## src/rtl/wb_stage_pkg.sv

```systemverilog
// Shared types and constants for the RV32I write-back stage.
package wb_pkg;

  localparam int XLEN_DEFAULT = 32;

  typedef enum logic [1:0] {
    WB_ALU = 2'd0,
    WB_MEM = 2'd1,
    WB_PC4 = 2'd2,
    WB_IMM = 2'd3
  } wb_sel_e;

  localparam logic [2:0] F3_LB  = 3'b000;
  localparam logic [2:0] F3_LH  = 3'b001;
  localparam logic [2:0] F3_LW  = 3'b010;
  localparam logic [2:0] F3_LBU = 3'b100;
  localparam logic [2:0] F3_LHU = 3'b101;

  typedef enum logic {
    S_IDLE     = 1'b0,
    S_WAIT_MEM = 1'b1
  } wb_state_e;

endpackage

```

## src/rtl/wb_stage_if.sv

```systemverilog
// Memory-stage handshake, data-memory response and register-file write port.
interface wb_stage_if
  import wb_pkg::*;
#(
  parameter int XLEN = XLEN_DEFAULT
);
  logic            in_valid;
  logic            in_ready;
  logic            in_rd_we;
  logic [4:0]      in_rd;
  wb_sel_e         in_wb_sel;
  logic [XLEN-1:0] in_alu_res;
  logic [XLEN-1:0] in_pc4;
  logic [XLEN-1:0] in_imm;
  logic [2:0]      in_funct3;
  logic [1:0]      in_addr_lo;
  logic            mem_rvalid;
  logic [XLEN-1:0] mem_rdata;
  logic            WE3;
  logic [4:0]      A3;
  logic [XLEN-1:0] WD3;
  logic            pend_valid;
  logic [4:0]      pend_rd;
  logic            err;

  modport master (
    output in_valid, in_rd_we, in_rd, in_wb_sel, in_alu_res, in_pc4, in_imm,
           in_funct3, in_addr_lo, mem_rvalid, mem_rdata,
    input  in_ready, WE3, A3, WD3, pend_valid, pend_rd, err
  );

  modport slave (
    input  in_valid, in_rd_we, in_rd, in_wb_sel, in_alu_res, in_pc4, in_imm,
           in_funct3, in_addr_lo, mem_rvalid, mem_rdata,
    output in_ready, WE3, A3, WD3, pend_valid, pend_rd, err
  );
endinterface

```

## src/rtl/wb_stage_load_align.sv

```systemverilog
// Load data extraction/extension plus legality (type and alignment) check.
module load_align
  import wb_pkg::*;
#(
  parameter int XLEN = XLEN_DEFAULT
) (
  input  logic [2:0]      funct3,
  input  logic [1:0]      addr_lo,
  input  logic [XLEN-1:0] rdata,
  output logic [XLEN-1:0] data,
  output logic            illegal
);
  logic [7:0]  byte_s;
  logic [15:0] half_s;

  assign byte_s = rdata[{addr_lo, 3'b000} +: 8];
  assign half_s = addr_lo[1] ? rdata[31:16] : rdata[15:0];

  always_comb begin
    data    = '0;
    illegal = 1'b0;
    case (funct3)
      F3_LB:  data = {{(XLEN-8){byte_s[7]}}, byte_s};
      F3_LBU: data = {{(XLEN-8){1'b0}}, byte_s};
      F3_LH: begin
        data    = {{(XLEN-16){half_s[15]}}, half_s};
        illegal = addr_lo[0];
      end
      F3_LHU: begin
        data    = {{(XLEN-16){1'b0}}, half_s};
        illegal = addr_lo[0];
      end
      F3_LW: begin
        data    = rdata;
        illegal = (addr_lo != 2'b00);
      end
      default: illegal = 1'b1;
    endcase
  end
endmodule

```

## src/rtl/wb_stage.sv

```systemverilog
// Write-back stage: result select, load wait/format, registered regfile write.
module wb_stage
  import wb_pkg::*;
#(
  parameter int XLEN        = XLEN_DEFAULT,
  parameter int MEM_TIMEOUT = 15
) (
  input logic       clk,
  input logic       rst,
  wb_stage_if.slave bus
);
  wb_state_e       state_q, state_d;
  logic [7:0]      cnt_q, cnt_d;
  logic [4:0]      rd_q, rd_d;
  logic            rd_we_q, rd_we_d;
  logic [2:0]      f3_q, f3_d;
  logic [1:0]      alo_q, alo_d;
  logic            we3_q, we3_d;
  logic [4:0]      a3_q, a3_d;
  logic [XLEN-1:0] wd3_q, wd3_d;
  logic            err_q, err_d;

  logic            accept;
  logic [2:0]      la_f3;
  logic [1:0]      la_alo;
  logic [XLEN-1:0] la_data;
  logic            la_illegal;

  assign bus.in_ready   = (state_q != S_WAIT_MEM);
  assign accept         = bus.in_valid && bus.in_ready;
  assign bus.WE3        = we3_q;
  assign bus.A3         = a3_q;
  assign bus.WD3        = wd3_q;
  assign bus.err        = err_q;
  assign bus.pend_valid = (state_q == S_WAIT_MEM);
  assign bus.pend_rd    = (state_q == S_WAIT_MEM) ? rd_q : 5'd0;

  // One aligner serves both phases: legality of the incoming load while
  // idle, formatting of the latched load while waiting for the response.
  assign la_f3  = (state_q == S_WAIT_MEM) ? f3_q  : bus.in_funct3;
  assign la_alo = (state_q == S_WAIT_MEM) ? alo_q : bus.in_addr_lo;

  load_align #(.XLEN(XLEN)) u_align (
    .funct3  (la_f3),
    .addr_lo (la_alo),
    .rdata   (bus.mem_rdata),
    .data    (la_data),
    .illegal (la_illegal)
  );

  always_comb begin
    state_d = state_q;
    cnt_d   = cnt_q;
    rd_d    = rd_q;
    rd_we_d = rd_we_q;
    f3_d    = f3_q;
    alo_d   = alo_q;
    we3_d   = 1'b0;
    a3_d    = a3_q;
    wd3_d   = wd3_q;
    err_d   = 1'b0;
    case (state_q)
      S_IDLE: begin
        if (accept) begin
          if (bus.in_wb_sel != WB_MEM) begin
            we3_d = bus.in_rd_we && (bus.in_rd != 5'd0);
            a3_d  = bus.in_rd;
            case (bus.in_wb_sel)
              WB_PC4:  wd3_d = bus.in_pc4;
              WB_IMM:  wd3_d = bus.in_imm;
              default: wd3_d = bus.in_alu_res;
            endcase
          end else if (la_illegal) begin
            err_d = 1'b1;
          end else begin
            rd_d    = bus.in_rd;
            rd_we_d = bus.in_rd_we;
            f3_d    = bus.in_funct3;
            alo_d   = bus.in_addr_lo;
            cnt_d   = 8'd0;
            state_d = S_WAIT_MEM;
          end
        end
      end
      S_WAIT_MEM: begin
        // A response in the last waiting cycle takes priority over timeout.
        if (bus.mem_rvalid) begin
          we3_d   = rd_we_q && (rd_q != 5'd0);
          a3_d    = rd_q;
          wd3_d   = la_data;
          state_d = S_IDLE;
        end else if (cnt_q == 8'(MEM_TIMEOUT - 1)) begin
          err_d   = 1'b1;
          state_d = S_IDLE;
        end else begin
          cnt_d = cnt_q + 8'd1;
        end
      end
      default: state_d = S_IDLE;
    endcase
  end

  always_ff @(posedge clk or posedge rst) begin
    if (rst) begin
      state_q <= S_IDLE;
      cnt_q   <= '0;
      rd_q    <= '0;
      rd_we_q <= 1'b0;
      f3_q    <= '0;
      alo_q   <= '0;
      we3_q   <= 1'b0;
      a3_q    <= '0;
      wd3_q   <= '0;
      err_q   <= 1'b0;
    end else begin
      state_q <= state_d;
      cnt_q   <= cnt_d;
      rd_q    <= rd_d;
      rd_we_q <= rd_we_d;
      f3_q    <= f3_d;
      alo_q   <= alo_d;
      we3_q   <= we3_d;
      a3_q    <= a3_d;
      wd3_q   <= wd3_d;
      err_q   <= err_d;
    end
  end
endmodule

```

## src/flat_wrapper.sv

```systemverilog
// flat-port wrapper written by rule: the top's interface ports become plain ports
module wb_stage_flat import wb_pkg::*;
#(
  parameter int XLEN        = XLEN_DEFAULT,
  parameter int MEM_TIMEOUT = 15
)
  (clk, rst, bus_in_valid, bus_in_rd_we, bus_in_rd, bus_in_wb_sel, bus_in_alu_res, bus_in_pc4, bus_in_imm, bus_in_funct3, bus_in_addr_lo, bus_mem_rvalid, bus_mem_rdata, bus_in_ready, bus_WE3, bus_A3, bus_WD3, bus_pend_valid, bus_pend_rd, bus_err);
  wb_stage_if #(.XLEN(XLEN)) bus_i ();
  input logic clk;
  input logic rst;
  input wire logic [$bits(bus_i.in_valid)-1:0] bus_in_valid;
  input wire logic [$bits(bus_i.in_rd_we)-1:0] bus_in_rd_we;
  input wire logic [$bits(bus_i.in_rd)-1:0] bus_in_rd;
  input wire logic [$bits(bus_i.in_wb_sel)-1:0] bus_in_wb_sel;
  input wire logic [$bits(bus_i.in_alu_res)-1:0] bus_in_alu_res;
  input wire logic [$bits(bus_i.in_pc4)-1:0] bus_in_pc4;
  input wire logic [$bits(bus_i.in_imm)-1:0] bus_in_imm;
  input wire logic [$bits(bus_i.in_funct3)-1:0] bus_in_funct3;
  input wire logic [$bits(bus_i.in_addr_lo)-1:0] bus_in_addr_lo;
  input wire logic [$bits(bus_i.mem_rvalid)-1:0] bus_mem_rvalid;
  input wire logic [$bits(bus_i.mem_rdata)-1:0] bus_mem_rdata;
  output wire logic [$bits(bus_i.in_ready)-1:0] bus_in_ready;
  output wire logic [$bits(bus_i.WE3)-1:0] bus_WE3;
  output wire logic [$bits(bus_i.A3)-1:0] bus_A3;
  output wire logic [$bits(bus_i.WD3)-1:0] bus_WD3;
  output wire logic [$bits(bus_i.pend_valid)-1:0] bus_pend_valid;
  output wire logic [$bits(bus_i.pend_rd)-1:0] bus_pend_rd;
  output wire logic [$bits(bus_i.err)-1:0] bus_err;
  assign bus_i.in_valid = bus_in_valid;
  assign bus_i.in_rd_we = bus_in_rd_we;
  assign bus_i.in_rd = bus_in_rd;
  assign bus_i.in_wb_sel = bus_in_wb_sel;
  assign bus_i.in_alu_res = bus_in_alu_res;
  assign bus_i.in_pc4 = bus_in_pc4;
  assign bus_i.in_imm = bus_in_imm;
  assign bus_i.in_funct3 = bus_in_funct3;
  assign bus_i.in_addr_lo = bus_in_addr_lo;
  assign bus_i.mem_rvalid = bus_mem_rvalid;
  assign bus_i.mem_rdata = bus_mem_rdata;
  assign bus_in_ready = bus_i.in_ready;
  assign bus_WE3 = bus_i.WE3;
  assign bus_A3 = bus_i.A3;
  assign bus_WD3 = bus_i.WD3;
  assign bus_pend_valid = bus_i.pend_valid;
  assign bus_pend_rd = bus_i.pend_rd;
  assign bus_err = bus_i.err;
  wb_stage #(.XLEN(XLEN), .MEM_TIMEOUT(MEM_TIMEOUT)) u_core (.clk(clk), .rst(rst), .bus(bus_i));
endmodule
```

## config.mk

```make
export PLATFORM = sky130hd
export DESIGN_NAME = wb_stage_flat
export DESIGN_NICKNAME = d
export VERILOG_FILES = /design/src/rtl/wb_stage_pkg.sv /design/src/rtl/wb_stage_if.sv /design/src/rtl/wb_stage_load_align.sv /design/src/rtl/wb_stage.sv /design/src/flat_wrapper.sv
export SDC_FILE = /design/constraint.sdc
export NUM_CORES = 1
export LEC_CHECK = 0
export ABC_CLOCK_PERIOD_IN_PS = 3000
export BUFFER_PORTS_ARGS = -buffer_cell sky130_fd_sc_hd__buf_4
export CAP_MARGIN = 20
export CORE_MARGIN = 10
export CORE_UTILIZATION = 30
export DETAILED_ROUTE_END_ITERATION = 6
export GPL_ROUTABILITY_DRIVEN = 1
export HOLD_SLACK_MARGIN = 0.03
export PLACE_DENSITY_LB_ADDON = 0.25
export SKIP_LAST_GASP = 1
export SYNTH_ARGS = -nofsm -noshare
export SYNTH_HDL_FRONTEND = slang
export SYNTH_SLANG_ARGS = --single-unit
```

## constraint.sdc

```tcl
create_clock -name clk -period 3 [get_ports clk]
set_clock_uncertainty 0.15 [all_clocks]
set_input_delay 0.3 -clock clk [delete_from_list [all_inputs] [get_ports clk]]
set_output_delay 0.3 -clock clk [all_outputs]
set_load 0.01 [all_outputs]
```

==> results.txt <==
----------------------------------------------------
[Status]
  Outcome ... completed

[Pwr]
  Max IR drop VDD ... between 0.2 and 0.3 mV
  Pwr per Cell Area ... around 560 nW/um^2
  Leakage power figure ... approximately 2.7 nW

[Synthesis]
  Synthesized area per cell ... just over 9 um^2
  Post-synthesis sequential element count ... 59
  Number of distinct library cells after synthesis ... between 40 and 50
  Yosys warns ... 0
  Most instantiated library cell after synthesis ... sky130_fd_sc_hd__dfrtp_1
  Cell area after technology mapping ... slightly below 4000 um^2
  Cell type contributing the most total cell area after synthesis ... sky130_fd_sc_hd__dfrtp_1
  Post-synthesis share of cell area spent on full adders, half adders and majority gates ... 0.646%
  FFs w/ async S/R, synth ... 100%
  Main combinational cell family by area after synthesis ... compound AO/OA/AOI/OAI gates
  Post-synth top area share ... 38.1%
  Compound-gate portion of the synthesized area ... 23.9%
  Nets in the synthesized netlist ... ~560
  Sequential-to-total area share from yosys stat ... 38.1%
  Prevailing post-synth register cell ... sky130_fd_sc_hd__dfrtp_1
  Share of synthesized cell area in and, or, nand and nor gates ... ~14%
  Syn Inst Count ... a little over 400
  Area share of xor/xnor cells in the synthesized design ... around 1.4%
  Main area contributors after synthesis ... sky130_fd_sc_hd__dfrtp_1, sky130_fd_sc_hd__mux2i_1, sky130_fd_sc_hd__a21oi_1
  Multiplexer fraction of the synthesized cell area ... 17.8%
  Top cell types by occurrence after synthesis ... sky130_fd_sc_hd__dfrtp_1, sky130_fd_sc_hd__a21oi_1, sky130_fd_sc_hd__nor2_1
  Number of enable-type register cells in the synthesized netlist ... 0

[Drt]
  Routed length on met3 ... 925 um
  Total routed wire length on the met1 layer ... around 6.4 mm
  Uppermost metal layer occupied by signal nets ... met4
  Final routed wire length divided by cell count ... ~20 um
  Metal2 WL ... around 8.0 mm
  Total number of vias ... a little over 4k
  Vias per Instance ... about 5.2
  Iter 0 DRT Violations ... ~320
  Number of nets still failing antenna checks after routing ... 0
  Total wire length ... roughly 16 mm
  Count of TritonRoute iterations in the first routing pass ... 4
  DRC errors left ... 0

[CTS]
  Clock tree root driver cell ... sky130_fd_sc_hd__clkbuf_16
  Post-CTS repair timing setup buffer count ... 0
  CTS buffer count ... 9
  Buffer levels on the longest clock path ... 2
  TritonCTS clock tree ... done
  Deepest level of the CTS H-tree ... 3
  Number of hold-repair buffers added at the cts stage ... 0
  Clock Sink Count ... between 50 and 60
  Register clock-pin slew on the reported worst setup and hold paths ... 0.05 ns
  Clock insertion delay at the later pin of the skew report ... 0.33 ns
  Count of instances resized after the clock tree is built ... 0

[Floorplanning]
  Die width ... roughly 130 um
  Site Rows ... between 40 and 50
  Full die area ... around 18000 um^2
  Effective utilization at floorplan ... between 30% and 40%
  Total I/O pin count ... 191
  Floorplan Core Area ... around 13000 um^2
  Die height ... 134 um

[STA]
  Tightest slew margin relative to the limit ... 38.0%
  Hold Vio Cnt, Final ... 0
  Actual slew at the worst max-slew pin ... around 0.93 ns
  Fin worst setup slack ... 0.354 ns
  Fin. max-slew vios ... 0
  Part of the cycle the worst path needs ... between 80% and 90%
  Fmax ... around 380 MHz
  Unrepaired setup endpoints after global routing ... false
  Final critical-path required period ... about 2.6 ns
  Aggregate negative setup slack ... 0 ns
  Tightest hold margin ... 0.0540 ns
  Final setup viols ... 0

[Finish]
  Area grow syn2layout ... 48.1%
  Number of diodes ... 0
  Fillcell total ... roughly 1.3k
  Final Core Density ... a little under half
  Layout cells sized above 1 ... 40.9%
  Net total in the final layout ... 743

[Global route]
  Antenna violations before repair ... 0
  Number of global-route vias before repair ... around 4.2k
  Maximum number of pins on one net before global-route repair ... 65
  Wire length of the first global-routing pass ... 23.7 mm
  Total congestion overflow after global routing ... 0
  Total routing resource utilization after global routing ... roughly 17%

[Critical path]
  Cell type of the slowest stage on the worst timing path ... sky130_fd_sc_hd__a22oi_4
  Endpoint of the worst-slack reg-to-reg timing path ... u_core.bus.WD3[18]$_DFFE_PP0P_
  Start-to-end type of the worst setup path ... reg -> reg
  Critical path origin ... u_core.bus.pend_valid$_DFF_PP0_
  Type of element capturing the critical path ... flop
  Worst-path fanout max ... 16
  Worst-path cell chain ... buf_4 -> mux2i_1 -> mux4_2 -> a22oi_4 -> a21oi_1 -> a221o_1
  Startpoint types ... flop
  Setup slack of the most critical reg-to-reg path ... around 0.35 ns
  WP depth ... 6
  Buffer and inverter count on the worst path ... 1
  Family with the most delay on the worst path ... compound AO/OA/AOI/OAI gates
  End point of the critical path ... u_core.bus.WD3[18]$_DFFE_PP0P_
  Crit path DAT ... 2.70 ns
  Maximum cell stage delay along the critical path ... about 0.48 ns
  Crit Reg-Reg Startpoint ... u_core.bus.pend_valid$_DFF_PP0_
  Data required, critical path ... 3.06 ns
  Number of cells on the worst reg-to-reg path ... 6

[Hold path]
  HP Class ... in -> async

[Placement]
  Buffers on Ports ... 190
  Post-place setup slack ... 0.363 ns
  Placed wire-length estimate after detailed placement ... around 12 mm
  Placer's final routability congestion estimate ... between 0.8 and 0.9

[Flow run]
  Max-cap violations ... 0

----------------------------------------------------
==> layer usage <==
metal,global-route usage [%],vias to the layer above
met5,0,-
met4,5.02,0
met3,3.98,19
met2,29.5,138
met1,19.6,1954
li1,-,1925
==> power by group <==
part	internal (mW)	switching [mW]
clock network	0.589	0.344
registers	0.992	0.156
logic	0.581	0.525
==> worst min-delay path by stage <==
stage                                        from                              to  depth (start not counted)
floorplan                            bus_in_rd_we        u_core.bus.WE3$_DFF_PP0_                          2
global placement    u_core.bus.WD3[7]$_DFFE_PP0P_   u_core.bus.WD3[7]$_DFFE_PP0P_                          2
detailed placement   u_core.bus.A3[4]$_DFFE_PP0P_    u_core.bus.A3[4]$_DFFE_PP0P_                          2
global route                         bus_in_rd[2]      u_core.rd_q[2]$_DFFE_PP0P_                          2
finish                                        rst  u_core.bus.WD3[15]$_DFFE_PP0P_                          3
CTS                                  bus_in_rd[4]      u_core.rd_q[4]$_DFFE_PP0P_                          2
==> worst reg2reg max path, cell delays in order (launching register included) <==
cell,delay [ns]
sky130_fd_sc_hd__dfrtp_1,0.41
sky130_fd_sc_hd__buf_4,0.23
sky130_fd_sc_hd__mux2i_1,0.41
sky130_fd_sc_hd__mux4_2,0.42
sky130_fd_sc_hd__a22oi_4,0.48
sky130_fd_sc_hd__a21oi_1,0.14
sky130_fd_sc_hd__a221o_1,0.29
==> cell families (layout without fill, tap and decap cells) <==
kind of cell | after synthesis | in the layout
buffers and inverters | 35 | 220
multiplexers | 57 | 57
flip-flops | 59 | 59
XOR/XNOR | 6 | 6
AO/OA/AOI/OAI | 137 | 137
AND/OR/NAND/NOR | 118 | 118
adder cells (fa/ha/maj) | 2 | 2
==> layout by cell type (no fill, tap or decap), types with 2 or more instances in the layout <==
cell type                   instances
sky130_fd_sc_hd__clkbuf_8           2
sky130_fd_sc_hd__a21oi_1           55
sky130_fd_sc_hd__or4_1              2
sky130_fd_sc_hd__clkinv_2           3
sky130_fd_sc_hd__o21a_1             4
sky130_fd_sc_hd__inv_1              5
sky130_fd_sc_hd__dfrtp_1           59
sky130_fd_sc_hd__o211ai_1           3
sky130_fd_sc_hd__a21oi_2            2
sky130_fd_sc_hd__and3_1             3
sky130_fd_sc_hd__a221oi_1           7
sky130_fd_sc_hd__mux2i_1           37
sky130_fd_sc_hd__buf_4            200
sky130_fd_sc_hd__nand3_1            3
sky130_fd_sc_hd__o21ai_0           16
sky130_fd_sc_hd__nand2b_1           2
sky130_fd_sc_hd__clkbuf_16          9
sky130_fd_sc_hd__a31oi_1            7
sky130_fd_sc_hd__xor2_1             6
sky130_fd_sc_hd__a221o_1           24
sky130_fd_sc_hd__mux4_2             8
sky130_fd_sc_hd__mux2_2            11
sky130_fd_sc_hd__nor2_1            46
sky130_fd_sc_hd__nand2_1           37
sky130_fd_sc_hd__nor3b_1            2
sky130_fd_sc_hd__ha_1               2
sky130_fd_sc_hd__and2_1             6
sky130_fd_sc_hd__nand4_1            5
sky130_fd_sc_hd__or3_1              2
sky130_fd_sc_hd__o22ai_1            9
sky130_fd_sc_hd__nand3b_1           3
==> state kept, by name, summed over array words and instances (netlist names) <==
| name | count |
|---|---|
| u_core.alo_q | 2 |
| u_core.bus.A3 | 5 |
| u_core.bus.WD3 | 32 |
| u_core.bus.WE3 | 1 |
| u_core.bus.err | 1 |
| u_core.bus.pend_valid | 1 |
| u_core.cnt_q | 8 |
| u_core.f3_q | 3 |
| u_core.rd_q | 5 |
| u_core.rd_we_q | 1 |
==> per-stage QoR <==
stage | area, um^2 | total power, mW | std cells
CTS | 5730 | 3.22 | 771
floorplan | 3870 | 1.72 | 414
global placement | 5470 | 2.25 | 757
finish | 5730 | 3.19 | 771
global route | 5730 | 3.36 | 771
detailed placement | 5470 | 2.28 | 757
==> layout make-up <==
| type | count | area, um^2 | share of cell area [%] |
|---|---|---|---|
| tap | 172 | 215 | 3.75 |
| multi-input combinational | 320 | 2250 | 39.2 |
| clock inverter | 3 | 15.0 | 0.262 |
| clock buffer | 11 | 253 | 4.41 |
| inverter | 6 | 22.5 | 0.393 |
| sequential | 59 | 1480 | 25.8 |
| timing repair buffer | 200 | 1500 | 26.2 |
(Power assumes the default switching activity.)
